--- src/rtl/mem_bus_arbiter.sv ---
// mem_bus_arbiter: shares one memory bus between the fetch and data requesters.
// Ports: clk/rst, flush; if_* fetch side; mem_* data side; bus_* to slave.
module mem_bus_arbiter #(
  parameter int ADDR_WIDTH = 32,
  parameter int DATA_WIDTH = 32,
  parameter int SEL_WIDTH  = 4
) (
  input  logic                  clk,
  input  logic                  rst,
  input  logic                  flush,
  input  logic                  if_req,
  input  logic [ADDR_WIDTH-1:0] if_addr,
  output logic [DATA_WIDTH-1:0] if_rdata,
  output logic                  if_ack,
  output logic                  if_stall,
  input  logic                  mem_req,
  input  logic                  mem_write_en,
  input  logic [ADDR_WIDTH-1:0] mem_addr,
  input  logic [SEL_WIDTH-1:0]  mem_sel,
  input  logic [DATA_WIDTH-1:0] mem_wdata,
  output logic [DATA_WIDTH-1:0] mem_rdata,
  output logic                  mem_ack,
  output logic                  mem_stall,
  output logic                  bus_en,
  output logic                  bus_write_en,
  output logic [ADDR_WIDTH-1:0] bus_addr,
  output logic [SEL_WIDTH-1:0]  bus_sel,
  output logic [DATA_WIDTH-1:0] bus_wdata,
  input  logic [DATA_WIDTH-1:0] bus_rdata,
  input  logic                  bus_ready
);

  typedef enum logic [1:0] {
    IDLE,
    BUSY_IF,
    BUSY_MEM,
    RESP
  } state_t;

  state_t                state, state_nx;
  logic                  last_mem, last_mem_nx;
  logic                  drop, drop_nx;
  logic                  en_nx, we_nx;
  logic [ADDR_WIDTH-1:0] addr_nx;
  logic [SEL_WIDTH-1:0]  sel_nx;
  logic [DATA_WIDTH-1:0] wdata_nx;
  logic [DATA_WIDTH-1:0] resp, resp_nx;
  logic                  if_go, pick_mem;

  // A flushed fetch may not start a new bus cycle.
  assign if_go = if_req & ~flush;
  // On a tie, the side not granted last wins.
  assign pick_mem = mem_req & (~if_go | ~last_mem);

  always_comb begin
    state_nx    = state;
    last_mem_nx = last_mem;
    drop_nx     = drop;
    en_nx       = bus_en;
    we_nx       = bus_write_en;
    addr_nx     = bus_addr;
    sel_nx      = bus_sel;
    wdata_nx    = bus_wdata;
    resp_nx     = resp;
    unique case (state)
      IDLE: begin
        drop_nx = 1'b0;
        if (pick_mem) begin
          state_nx    = BUSY_MEM;
          last_mem_nx = 1'b1;
          en_nx       = 1'b1;
          we_nx       = mem_write_en;
          addr_nx     = mem_addr;
          sel_nx      = mem_sel;
          wdata_nx    = mem_wdata;
        end else if (if_go) begin
          state_nx    = BUSY_IF;
          last_mem_nx = 1'b0;
          en_nx       = 1'b1;
          we_nx       = 1'b0;
          addr_nx     = if_addr;
          sel_nx      = '1;
          wdata_nx    = '0;
        end
      end
      BUSY_IF, BUSY_MEM: begin
        // The bus cycle always completes;
        // a flush only hides the fetch reply.
        if (state == BUSY_IF && flush)
          drop_nx = 1'b1;
        if (bus_ready) begin
          state_nx = RESP;
          en_nx    = 1'b0;
          we_nx    = 1'b0;
          resp_nx  = bus_write_en ? '0
                                  : bus_rdata;
        end
      end
      RESP: begin
        state_nx = IDLE;
        drop_nx  = 1'b0;
      end
      default: state_nx = IDLE;
    endcase
  end

  always_ff @(posedge clk or negedge rst) begin
    if (!rst) begin
      state        <= IDLE;
      last_mem     <= 1'b0;
      drop         <= 1'b0;
      bus_en       <= 1'b0;
      bus_write_en <= 1'b0;
      bus_addr     <= '0;
      bus_sel      <= '0;
      bus_wdata    <= '0;
      resp         <= '0;
    end else begin
      state        <= state_nx;
      last_mem     <= last_mem_nx;
      drop         <= drop_nx;
      bus_en       <= en_nx;
      bus_write_en <= we_nx;
      bus_addr     <= addr_nx;
      bus_sel      <= sel_nx;
      bus_wdata    <= wdata_nx;
      resp         <= resp_nx;
    end
  end

  // last_mem also names the owner of the reply.
  assign if_ack    = (state == RESP) & ~last_mem
                   & ~drop;
  assign mem_ack   = (state == RESP) & last_mem;
  assign if_rdata  = if_ack ? resp : '0;
  assign mem_rdata = mem_ack ? resp : '0;
  assign if_stall  = if_req & ~if_ack;
  assign mem_stall = mem_req & ~mem_ack;

endmodule

--- config.mk ---
export PLATFORM = sky130hd
export DESIGN_NAME = mem_bus_arbiter
export DESIGN_NICKNAME = d
export VERILOG_FILES = /design/src/rtl/mem_bus_arbiter.sv
export SDC_FILE = /design/constraint.sdc
export NUM_CORES = 1
export LEC_CHECK = 0
export CAP_MARGIN = 5
export CELL_PAD_IN_SITES_DETAIL_PLACEMENT = 0
export CELL_PAD_IN_SITES_GLOBAL_PLACEMENT = 1
export CORE_MARGIN = 2
export CORE_UTILIZATION = 25
export CTS_CLUSTER_SIZE = 25
export DETAILED_ROUTE_END_ITERATION = 12
export GPL_TIMING_DRIVEN = 0
export PLACE_DENSITY_LB_ADDON = 0.1
export SLEW_MARGIN = 5
export SYNTH_ARGS = -nofsm -noshare
export SYNTH_HDL_FRONTEND = slang
export SYNTH_SLANG_ARGS = --single-unit
--- constraint.sdc ---
create_clock -name clk -period 1.6 [get_ports clk]
set_clock_uncertainty 0.05 [all_clocks]
set_input_delay 0.16 -clock clk [delete_from_list [all_inputs] [get_ports clk]]
set_output_delay 0.16 -clock clk [all_outputs]
set_load 0.05 [all_outputs]
==> metrics.yaml <==
critPathCaptureType: "output pin"
fmax_ghz: 0.510
dr_total_vias: 4964
path_cells: "ha_4 -> nor3b_4 -> buf_6 -> buf_8 -> and2_2 -> buf_8"
power.leakage_nw: 4.33
synth_cell_types: 25
drive_gt1_frac: 0.328
clkSinkCount: 106
path_max_fanout: 10
stdcell_area_sq_um: 9640
setup_ws_ns: -0.362
nets: 980
drc: 0
status: "finished with violations"
final-hold-violation-count: 0
cts.clk_slew.worst_paths_ns: 0.07
cts_tree: "yes"
path_class: "register to output pin"
grt_pass1_wl_um: 27400
dpl_cell_area_sq_um: 8100
grt_setup_unrepaired: "yes"
start_util: 0.253
die_h_um: 144
cts_buffers: 9
ios: 277
arrival_ns: 1.75
drtIter0Drc: 173
antenna_left: 0
areaGrowthSynthToFinish_pct: 96.7
critPathBufInv: 3
max_slew_margin: 0.627
antenna_found_initial: 0
max_cap_violations: 0
fin_crit_sh: 1.23
critPathSlowestCell: "dfrtp_1"
viasPerCell: 4.49
insertion_delay_ns: 0.34
reg2reg_depth: 8
clockBufferDepth: 2
row_count: 51
die_area_sq_um: 20700
firstDrtPassIters: 4
synthCells: 510
synth_area_per_cell_sq_um: 9.60
crit_cells: 6
path_common_cell: "buf_8"
power_density_nw_per_um2: 1910
htreeDepth: 3
core_area_sq_um: 19300
irDropWorstVdd_mv: 0.886
hpwl_um: 13100
totalWireLength_um: 18500
grt_pass1_vias: 5087
wl_per_cell_um: 16.7
grt-ovfl-total: 0
slew_viol_final: 0
syn_nets: 654
yosysWarningCount: 0
cpLargestDelayFamily: "buffers and inverters"
fillers: 1813
setup_viol: 112
total_power_mw: 18.4
gp_congestion: 0.780
cp.required_ns: 1.39
yosysSeqAreaShare: 0.542
cp-start-kind: "register"
cts_root_buffer: "clkbuf_16"
antennaDiodeCount: 0
violations: "negative setup slack"
ys_ff_latch: 106
syn_area_sq_um: 4900
port_buffers: 276
crit_path_max_incr_delay_ns: 0.41
die_x_um: 144
track_usage: 0.171
grt_max_degree: 60
pre_cts_ws_ns: -1.11
tightest_slew_ns: 0.561
period_minus_slack_ns: 1.96
hp-class: "primary input to async pin"
[path summary, 6_finish.rpt]
path                       startpoint            to  slack (ns)
hold / removal                    rst       resp[8]        0.27
setup / recovery             state[1]  if_rdata[21]       -0.36
setup reg to reg             state[0]  bus_addr[29]       -0.07
max in group asynchronous         rst   bus_addr[0]        0.57
min in group clk           if_addr[9]   bus_addr[9]        0.30
hold reg to reg              resp[31]      resp[31]        0.45
[cells in the mapped netlist]
cell type	number	area, sq um
o32ai_2	1	16.3
clkbuf_1	19	71.3
o21ai_0	36	180
nand3b_1	1	7.51
o21a_1	1	7.51
nor3b_2	1	12.5
nand2b_1	32	200
and2_1	34	213
mux2i_1	2	20.0
mux2_2	1	11.3
nand2_1	73	274
nor2b_1	3	18.8
buf_2	13	65.1
inv_1	4	15.0
buf_4	2	15.0
dfrtp_1	106	2650
a22o_1	32	280
a22oi_1	1	7.51
ha_1	5	62.6
a21oi_1	66	330
nor2_1	33	124
buf_6	6	67.6
o21ai_1	1	5.00
o22a_1	4	35.0
and3_1	33	206
[metrics by stage]
step           std cells  utilization  setup TNS, ns  hold slack (ns)
6_report            1106        0.498         -19.56            0.266
3_3_place_gp        1051        0.417        -510.33            0.418
4_1_cts             1087        0.466         -18.99            0.279
5_1_grt             1106        0.498         -26.70            0.291
3_5_place_dp        1052        0.419         -87.14            0.101
2_1_floorplan        510            -          -1.11           -0.186
[repair_timing]
| item | 4_1_cts | 5_1_grt |
|---|---|---|
| pin swaps | 10 | 8 |
| setup buffers | 17 | 14 |
| hold buffers | 1 | 0 |
| gates resized for setup | 681 | 124 |
| hold endpoints to repair | 47 | 0 |
| gates cloned | 2 | 7 |
| setup endpoints to repair | 237 | 170 |
[final cells by class]
type / count / area, sq um / area share
repair buffers: 317 / 3380 / 0.351
flip-flops and latches: 106 / 2660 / 0.276
multi-input cells: 360 / 2500 / 0.259
plain buffers: 38 / 440 / 0.0457
well taps: 265 / 332 / 0.0344
clock buffers: 11 / 253 / 0.0262
clock inverters: 5 / 52.6 / 0.00545
inverters: 4 / 22.5 / 0.00234
[cell families (layout without fill, tap and decap cells)]
kind of cell,Yosys count,after routing,synth area share
compound gates,142,142,0.176
mux,3,3,0.00639
buf+inv,44,375,0.0478
simple gates,210,210,0.216
flops,106,106,0.542
fa+ha+maj,5,5,0.0128
[power by group]
| group | internal [mW] | switching (mW) | total, mW |
|---|---|---|---|
| Clock | 1.29 | 1.04 | 2.33 |
| Combinational | 4.45 | 6.86 | 11.3 |
| Sequential | 3.94 | 0.800 | 4.74 |
[cell usage in the layout, fill, tap and decap left out, types with 4 or more instances in the layout]
cell type / instances
a22o_1: 32
and2_2: 9
and2_4: 22
buf_8: 44
nor2_1: 33
a21oi_4: 6
buf_2: 4
a21oi_2: 30
dfrtp_1: 104
buf_6: 54
and3_4: 30
clkbuf_16: 15
buf_4: 24
clkdlybuf4s50_1: 137
dlygate4sd2_1: 69
o21ai_1: 10
o22a_1: 4
o21ai_0: 26
nand2b_1: 32
nand2_1: 70
a21oi_1: 30
buf_12: 7
[routing by layer]
| metal | track usage | share of wire | vias to the layer above |
|---|---|---|---|
| met5 | 0 | 0 | - |
| met3 | 0.0407 | 0.067 | 27 |
| met1 | 0.222 | 0.43 | 2394 |
| met4 | 0.0697 | 0.026 | 0 |
| li1 | - | - | 2382 |
| met2 | 0.276 | 0.48 | 161 |
[state kept, by name, summed over array words and instances, names as in the netlist]
| name | flops |
|---|---|
| bus_addr | 32 |
| bus_en | 1 |
| bus_sel | 4 |
| bus_wdata | 32 |
| bus_write_en | 1 |
| drop | 1 |
| last_mem | 1 |
| resp | 32 |
| state | 2 |
No activity file was read; power rests on OpenSTA's default activity.
